`config.mk`:
```
export PLATFORM = sky130hd
export DESIGN_NAME = nr_iter_ctrl
export DESIGN_NICKNAME = d
export VERILOG_FILES = /design/src/rtl/nr_iter_ctrl.sv
export SDC_FILE = /design/constraint.sdc
export NUM_CORES = 1
export LEC_CHECK = 0
export ABC_AREA = 1
export CAP_MARGIN = 20
export CORE_AREA = 2 2 48 50
export DETAILED_ROUTE_END_ITERATION = 7
export DIE_AREA = 0 0 50 52
export GPL_TIMING_DRIVEN = 0
export PLACE_DENSITY_LB_ADDON = 0.12
export SETUP_SLACK_MARGIN = 0.3
export SYNTH_ARGS = -nofsm -noshare
export SYNTH_HDL_FRONTEND = slang
export SYNTH_SLANG_ARGS = --single-unit
export TNS_END_PERCENT = 100
```
`constraint.sdc`:
```
create_clock -name clk -period 2.8 [get_ports clk]
set_input_delay 0.42 -clock clk [delete_from_list [all_inputs] [get_ports clk]]
set_output_delay 0.42 -clock clk [all_outputs]
set_load 0.01 [all_outputs]
```
`src/rtl/nr_iter_ctrl.sv`:
```
// Sequencing controller for a Broyden quasi-Newton solve loop (eval f, step, eval f, update, commit).
// Optional request watchdog is compiled in when NR_ITER_CTRL_WDOG_EN is defined.
module nr_iter_ctrl #(
  parameter int unsigned MAX_ITER = 16,
  parameter int unsigned WDOG_CYC = 1024
) (
  input  logic       clk,
  input  logic       rst,
  input  logic       start,
  input  logic       abort,
  output logic       f_req,
  input  logic       f_ack,
  output logic       step_req,
  input  logic       step_ack,
  input  logic       conv,
  output logic       upd_req,
  input  logic       upd_ack,
  output logic       ld_state,
  output logic       busy,
  output logic       done,
  output logic       converged,
  output logic       timeout,
  output logic [7:0] iter_cnt
);

  localparam int unsigned CNT_W = 8;

  typedef enum logic [2:0] {
    IDLE    = 3'd0,
    EVAL_F  = 3'd1,
    STEP    = 3'd2,
    EVAL_NF = 3'd3,
    UPDATE  = 3'd4,
    COMMIT  = 3'd5,
    FIN     = 3'd6
  } state_e;

  if (MAX_ITER < 1 || MAX_ITER > 255) begin : g_chk_max_iter
    $error("nr_iter_ctrl: MAX_ITER must be in 1..255");
  end
  if (WDOG_CYC < 1) begin : g_chk_wdog_cyc
    $error("nr_iter_ctrl: WDOG_CYC must be at least 1");
  end

  state_e           state_q, state_d;
  logic [CNT_W-1:0] iter_cnt_q, iter_cnt_d;
  logic             converged_q, converged_d;
  logic             timeout_q, timeout_d;
  logic             f_req_q, f_req_d;
  logic             step_req_q, step_req_d;
  logic             upd_req_q, upd_req_d;
  logic             ld_state_q, ld_state_d;
  logic             busy_q, busy_d;
  logic             done_q, done_d;
  logic             wdog_expired;

`ifdef NR_ITER_CTRL_WDOG_EN
  localparam int unsigned WDOG_W = 32;

  logic [WDOG_W-1:0] wdog_cnt_q, wdog_cnt_d;
  logic              req_state;
  logic              ack_here;

  // Expiry fires on the last allowed cycle of an unanswered request.
  always_comb begin
    req_state = 1'b0;
    ack_here  = 1'b0;
    unique case (state_q)
      EVAL_F, EVAL_NF: begin req_state = 1'b1; ack_here = f_ack;    end
      STEP:            begin req_state = 1'b1; ack_here = step_ack; end
      UPDATE:          begin req_state = 1'b1; ack_here = upd_ack;  end
      default:         begin req_state = 1'b0; ack_here = 1'b0;     end
    endcase
    wdog_expired = req_state && !ack_here && (wdog_cnt_q == WDOG_W'(WDOG_CYC - 1));
  end

  always_comb begin
    wdog_cnt_d = '0;
    if (req_state && (state_d == state_q)) begin
      wdog_cnt_d = wdog_cnt_q + WDOG_W'(1);
    end
  end

  always_ff @(posedge clk or posedge rst) begin
    if (rst) wdog_cnt_q <= '0;
    else     wdog_cnt_q <= wdog_cnt_d;
  end
`else
  assign wdog_expired = 1'b0;
`endif

  // Next-state and result flags; abort overrides everything else.
  always_comb begin
    state_d     = state_q;
    iter_cnt_d  = iter_cnt_q;
    converged_d = converged_q;
    timeout_d   = timeout_q;
    unique case (state_q)
      IDLE: begin
        if (start && !abort) begin
          state_d     = EVAL_F;
          iter_cnt_d  = '0;
          converged_d = 1'b0;
          timeout_d   = 1'b0;
        end
      end
      EVAL_F:  if (f_ack) state_d = STEP;
      STEP: begin
        if (step_ack) begin
          if (conv) begin
            state_d     = FIN;
            converged_d = 1'b1;
          end else begin
            state_d = EVAL_NF;
          end
        end
      end
      EVAL_NF: if (f_ack) state_d = UPDATE;
      UPDATE:  if (upd_ack) state_d = COMMIT;
      COMMIT: begin
        iter_cnt_d = iter_cnt_q + CNT_W'(1);
        state_d    = (iter_cnt_d == CNT_W'(MAX_ITER)) ? FIN : STEP;
      end
      FIN:     state_d = IDLE;
      default: state_d = IDLE;
    endcase

    if (wdog_expired) begin
      state_d     = FIN;
      timeout_d   = 1'b1;
      converged_d = 1'b0;
    end

    if (abort && (state_q != IDLE)) begin
      state_d     = IDLE;
      iter_cnt_d  = iter_cnt_q;
      converged_d = converged_q;
      timeout_d   = timeout_q;
    end
  end

  // Moore outputs decoded from the next state so they are flopped alongside it.
  always_comb begin
    f_req_d    = (state_d == EVAL_F) || (state_d == EVAL_NF);
    step_req_d = (state_d == STEP);
    upd_req_d  = (state_d == UPDATE);
    ld_state_d = (state_d == COMMIT);
    done_d     = (state_d == FIN);
    busy_d     = (state_d != IDLE);
  end

  always_ff @(posedge clk or posedge rst) begin
    if (rst) begin
      state_q     <= IDLE;
      iter_cnt_q  <= '0;
      converged_q <= 1'b0;
      timeout_q   <= 1'b0;
      f_req_q     <= 1'b0;
      step_req_q  <= 1'b0;
      upd_req_q   <= 1'b0;
      ld_state_q  <= 1'b0;
      busy_q      <= 1'b0;
      done_q      <= 1'b0;
    end else begin
      state_q     <= state_d;
      iter_cnt_q  <= iter_cnt_d;
      converged_q <= converged_d;
      timeout_q   <= timeout_d;
      f_req_q     <= f_req_d;
      step_req_q  <= step_req_d;
      upd_req_q   <= upd_req_d;
      ld_state_q  <= ld_state_d;
      busy_q      <= busy_d;
      done_q      <= done_d;
    end
  end

  assign f_req     = f_req_q;
  assign step_req  = step_req_q;
  assign upd_req   = upd_req_q;
  assign ld_state  = ld_state_q;
  assign busy      = busy_q;
  assign done      = done_q;
  assign converged = converged_q;
  assign timeout   = timeout_q;
  assign iter_cnt  = iter_cnt_q;

endmodule
```
==> metrics.cfg, run 1 <==
[run_status]
outcome = finished, final reports clean

[worst_setup_path]
critPathKind = reg -> out
path_cells = clkdlybuf4s50_1
crit_required_ns = 2.38
cp.buffers_inverters = 1
end_kind = output port
reg2reg_to = upd_req
r2r_slack_ns = 1.19
slowest_stage = clkdlybuf4s50_1
cp-start-kind = flop
cp_top_family = buffers and inverters
critical_path_arrival_ns = 1.35
worstReg2RegStart = iter_cnt[1]
slowest_delay_ns = 0.58
crit_fanout = 7
r2r.worst_path.cells = 11

[detailed_routing]
wl_per_cell_microns = 10.6
drcViolationCount = 0
drtAntennaViolNets = 0
routed_wl_mm = 2.01
vias = 925
viasPerCell = 4.89
drt_pre_antenna_iters = 4
dr.first_iter.drc_count = 19

[cells_and_area]
layout.nets = 172
num-fill-cells = 185
final_cell_mix = nand2_1, clkdlybuf4s50_1, dfrtp_1, inv_1, nor2_1
multiInputGateArea_sq_um = 504
insertedDiodeCount = 0
area_growth_pct = 27.8
regArea_sq_um = 450
final_common_cell = nand2_1
drive_above_1_share_pct = 20.5

[logic_synthesis]
ys_warn_count = 0
synth_area_sq_um = 1050
ys_seq_area_share_pct = 43.0
avgSynthCellArea_sq_um = 7.77
netlist_instances = 135
ys_ff_latch = 18
synthesis.nets = 145
yosysUniqueCellTypes = 24

[timing]
slew_viol_final = 0
fin_hold_ws_ns = 0.512
fmax_ghz = 0.564
skew_ns = 0.00879
timing.final.crit_share_pct = 63.3
final-hold-violation-count = 0
period_needed_ns = 1.77
rsz0062_at_grt = false
finalSetupTns_ns = 0
setup_viol = 0
maxSlewHeadroom_pct = 54.7
tightestPinTransition_ns = 0.679

[cts]
clkSlewWorstSetupHoldPaths_ns = 0.11
postCtsSetupBuffers = 0
max-clock-path-buffers = 2
cts_made_buffers = 3
cts_hold_buf = 0
cts_max_level = 1
clk_latency_ns = 0.30
cts_root_buf = clkbuf_4
cts-resized-gates = 0
cts_tree = built
cts.sinks = 18

[grt]
grt_pass1_wl_mm = 3.41
track_usage_pct = 17.7
antenna_found_initial = 0
grt_pass1_vias = 860
gr-total-overflow = 0
grt_max_degree = 19

[floorplanning]
ios = 24
num_rows = 17
core_area_sq_um = 2110
initial_utilization_pct = 49.8
dieArea_sq_um = 2600
dieHeight_microns = 52
die_w_microns = 50

[placed_design]
dpl.hpwl_mm = 1.60
port_buffers = 22
routabilityCongestion = 0.758

[pwr]
p_leak_uw = 0.000650
ir_drop_uv = 491
p_per_area_nw_per_um2 = 734

[run]
drv_cap = 0

[min_path]
hp-class = in -> async

metrics by stage:
| step | util [%] | std cells | instance area [sq um] | power (uW) | setup slack (ns) |
|---|---|---|---|---|---|
| after floorplan | - | 135 | 1050 | 677 | 1.35 |
| after global routing | 63.6 | 189 | 1340 | 1050 | 0.969 |
| final | 63.6 | 189 | 1340 | 984 | 1.03 |
| after CTS | 63.6 | 189 | 1340 | 998 | 1.01 |
| after detailed placement | 61.9 | 185 | 1300 | 834 | 1.00 |
| after global placement | 61.9 | 185 | 1300 | 820 | 1.05 |
cell families (layout without fill, tap and decap cells):
family	Yosys count	count (layout)	share of synthesized area, %
AOI/OAI and AO/OA	15	15	8.35
adders and majority gates	2	2	2.39
buffers and inverters	24	50	8.95
DFF	18	18	43.0
other	1	1	0.358
and+or+nand+nor	75	75	37.0
synthesized netlist by cell type:
master	instances	area [sq um]
o22ai_1	1	6.26
nand3_1	7	35.0
a21oi_2	1	8.76
dfrtp_1	18	450
buf_4	1	7.51
nand2_4	4	45.0
o21ai_1	2	10.0
nand3_2	2	20.0
o21ai_0	6	30.0
ha_1	2	25.0
nor2_4	2	22.5
nor2_1	11	41.3
nand4_1	1	6.26
nor2_2	6	37.5
a31oi_1	1	6.26
nand4_2	1	12.5
nand2_1	35	131
conb_1	1	3.75
a21oi_1	3	15.0
o21bai_2	1	11.3
nand2_2	5	31.3
nor3_1	1	5.00
inv_1	17	63.8
inv_2	6	22.5
power breakdown:
group          switching (uW)  internal [uW]  total (uW)
Combinational             263            187         450
Clock                    80.0           79.3         159
Sequential               52.8            321         374
layout make-up:
type	count	share of cell area (%)
multi-input cells	93	37.6
flip-flops and latches	18	33.6
repair buffers	22	16.4
inverters	23	6.44
clock buffers	4	2.71
well taps	28	2.61
plain buffers	1	0.560
worst max-delay path by stage:
stage | endpoint | slack, ns | depth (start not counted) | start
global route | iter_cnt[0] | 0.97 | 1 | iter_cnt[0]
global placement | upd_req | 1.05 | 9 | abort
floorplan | busy | 1.35 | 10 | iter_cnt[1]
finish | iter_cnt[2] | 1.03 | 1 | iter_cnt[2]
detailed placement | upd_req | 1.00 | 9 | abort
CTS | iter_cnt[1] | 1.01 | 1 | iter_cnt[1]
registers in the layout, summed over array words and instances, names as in the netlist:
register / cells
f_req: 1
ld_state: 1
done: 1
busy: 1
step_req: 1
upd_req: 1
iter_cnt: 8
state_q: 3
converged: 1
metal layers:
metal	global-route usage (%)	part of all wire, %	vias to the layer above
li1	-	-	471
met1	18.3	42	429
met2	34.4	54	21
met3	3.45	3.3	4
met4	6.94	1.5	0
met5	0	0	-
(Power assumes the default switching activity.)
==> run 2, diff against run 1 <==
--- a/config.mk
+++ b/config.mk
@@ -7,9 +7,9 @@
 export LEC_CHECK = 0
 export ABC_AREA = 1
 export CAP_MARGIN = 20
-export CORE_AREA = 2 2 48 50
+export CORE_AREA = 2 2 50 52
 export DETAILED_ROUTE_END_ITERATION = 7
-export DIE_AREA = 0 0 50 52
+export DIE_AREA = 0 0 52 54
 export GPL_TIMING_DRIVEN = 0
 export PLACE_DENSITY_LB_ADDON = 0.12
 export SETUP_SLACK_MARGIN = 0.3
==> constraint.sdc (replaced) <==
create_clock -name clk -period 1.8 [get_ports clk]
set_input_delay 0.27 -clock clk [delete_from_list [all_inputs] [get_ports clk]]
set_output_delay 0.27 -clock clk [all_outputs]
set_load 0.01 [all_outputs]
==> run 2 against run 1 <==
Flip-flop and latch count unchanged. Register-to-register slack worse by 0.84 ns. Power up 60%. Die area up 8.0%. Clock power up 57%. Non-clock buffer count up 7. Count of clock-buffer cells in the layout unchanged. Via count up 2.8%. Worst setup slack worse by 0.68 ns. Clock skew down 0.0060 ns.
==> metrics.cfg, run 2 (same netlist as run 1, synthesis figures left out) <==
[run_status]
outcome = finished, final reports clean

[detailed_routing]
drtAntennaViolNets = 0  ; unchanged
dr.first_iter.drc_count = 9  ; -10
drcViolationCount = 0  ; unchanged
vias = 951  ; +2.8%
viasPerCell = 4.80  ; -1.9%
drt_pre_antenna_iters = 4  ; unchanged
wl_per_cell_microns = 11.2  ; +5.0%
routed_wl_mm = 2.21  ; +10%

[cts]
cts_tree = built
max-clock-path-buffers = 2  ; unchanged
clkSlewWorstSetupHoldPaths_ns = 0.10  ; about the same
cts_made_buffers = 3  ; unchanged
cts.sinks = 18  ; unchanged
cts_max_level = 1  ; unchanged
clk_latency_ns = 0.29  ; about the same
cts_root_buf = clkbuf_4

[pwr]
power_frac_seq_pct = 35.9  ; -2.1 points
internal_power_uw = 943  ; +60%
combPwrFrac_pct = 48.3  ; +2.5 points
p_clk_share_pct = 15.8  ; -0.4 points
swShare_pct = 40.3  ; about the same
p_leak_uw = 0.000796  ; +23%
ir_drop_uv = 1070  ; +120%
p_per_area_nw_per_um2 = 1060  ; +45%
p_sw_uw = 636  ; +61%

[floorplanning]
core_area_sq_um = 2320  ; +10%
num_rows = 18  ; +1
initial_utilization_pct = 45.2  ; -4.6 points
dieHeight_microns = 54  ; +3.8%
dieArea_sq_um = 2810  ; +8.0%
ios = 24  ; unchanged
die_w_microns = 52  ; +4.0%

[placed_design]
port_buffers = 22  ; unchanged
dpl.hpwl_mm = 1.57  ; -2.1%
routabilityCongestion = 0.794  ; +4.8%
dpl-instance-area_sq_um = 1310  ; +0.19%

[worst_setup_path]
cp-start-kind = flop
r2r_slack_ns = 0.35  ; -0.84 ns
r2r.worst_path.cells = 10  ; -1
crit_required_ns = 2.03  ; -0.35 ns
critical_path_arrival_ns = 1.68  ; +0.33 ns
critPathKind = reg -> reg
reg2reg_to = done
end_kind = flop
worstReg2RegStart = iter_cnt[1]
crit_fanout = 5  ; -2

[grt]
track_usage_pct = 16.2  ; -1.5 points
grt_pass1_vias = 845  ; -1.7%
antenna_found_initial = 0  ; unchanged
grt_max_degree = 19  ; unchanged
grt_pass1_wl_mm = 3.33  ; -2.4%
gr-total-overflow = 0  ; unchanged

[cells_and_area]
insertedDiodeCount = 0  ; unchanged
drive_above_1_share_pct = 32.1  ; +12 points
final_cell_mix = nand2_1, inv_1, dfrtp_1, clkdlybuf4s50_1, nand2_2
layout.nets = 179  ; +4.1%
largest_reg_flops = 8  ; unchanged
area_growth_pct = 41.9
stdcell_area_sq_um = 1490  ; +11%
final_common_cell = nand2_1

[timing]
slew_viol_final = 0  ; unchanged
final-hold-violation-count = 0  ; unchanged
period_needed_ns = 1.45
rsz0062_at_grt = true
maxSlewHeadroom_pct = 53.0  ; -1.7 points
skew_ns = 0.00283  ; -0.00596 ns
setup_viol = 0  ; unchanged
finalSetupTns_ns = 0  ; unchanged
fin_hold_ws_ns = 0.381  ; -0.132 ns
timing.final.crit_share_pct = 80.7
tightestPinTransition_ns = 0.705  ; +0.0255 ns
fmax_ghz = 0.689

[min_path]
hp-class = in -> async

[run]
drv_cap = 0  ; unchanged

-- run 2: power by group through the flow --
stage / clock network (uW) / registers, uW / logic, uW
after floorplan: 0 / 617 / 437
after global placement: 0 / 588 / 689
after detailed placement: 0 / 591 / 699
after CTS: 254 / 566 / 745
after global routing: 274 / 579 / 847
final: 250 / 567 / 762
-- run 2: worst max-delay path: stages, from the launching register on --
cell     delay (ns)
dfrtp_2        0.45
ha_4           0.19
nand2_2        0.06
nand2_1        0.06
nor2_1         0.11
nand3_1        0.09
nor2_2         0.10
nand3_2        0.07
nand2_2        0.10
nand2_4        0.08
nor2_2         0.08
-- run 2: repair_timing --
item	4_1_cts	5_1_grt
setup endpoints to repair	14	13
gates resized for setup	8	21
hold buffers	0	0
pin swaps	0	1
buffers inserted	6	1
-- run 2: layout make-up --
| cell class | count | area (sq um) |
|---|---|---|
| Fill cell | 209 | 832 |
| Multi-Input combinational cell | 93 | 582 |
| Sequential cell | 18 | 454 |
| Timing Repair Buffer | 29 | 284 |
| Inverter | 23 | 86.3 |
| Tap cell | 30 | 37.5 |
| Clock buffer | 4 | 36.3 |
| Buffer | 1 | 7.51 |
-- run 2: worst max path at each step --
stage | startpoint | to | slack [ns] | cells past startpoint
after floorplan | iter_cnt[1] | busy | 0.35 | 10
after CTS | iter_cnt[0] | upd_req | 0.29 | 9
after global placement | abort | upd_req | 0.19 | 9
after detailed placement | abort | upd_req | 0.17 | 9
after global routing | iter_cnt[1] | ld_state | 0.25 | 9
final | iter_cnt[1] | done | 0.35 | 10
-- run 2: stage by stage --
step / setup WS (ns) / cells / utilization (%) / total power (uW)
3_5_place_dp: 0.167 / 187 / 56.3 / 1290
3_3_place_gp: 0.193 / 187 / 56.3 / 1280
4_1_cts: 0.287 / 197 / 60.0 / 1560
5_1_grt: 0.248 / 198 / 64.1 / 1700
2_1_floorplan: 0.348 / 135 / - / 1050
6_report: 0.348 / 198 / 64.1 / 1580
-- run 2: metal layers --
metal | routed length [microns] | GRT usage (%) | share of wire (%) | up-vias
met4 | 10 | 2.63 | 0.45 | 0
met1 | 917 | 17.1 | 42 | 443
li1 | - | - | - | 485
met5 | 0 | 0 | 0 | -
met3 | 92 | 5.83 | 4.2 | 2
met2 | 1190 | 31.0 | 54 | 21
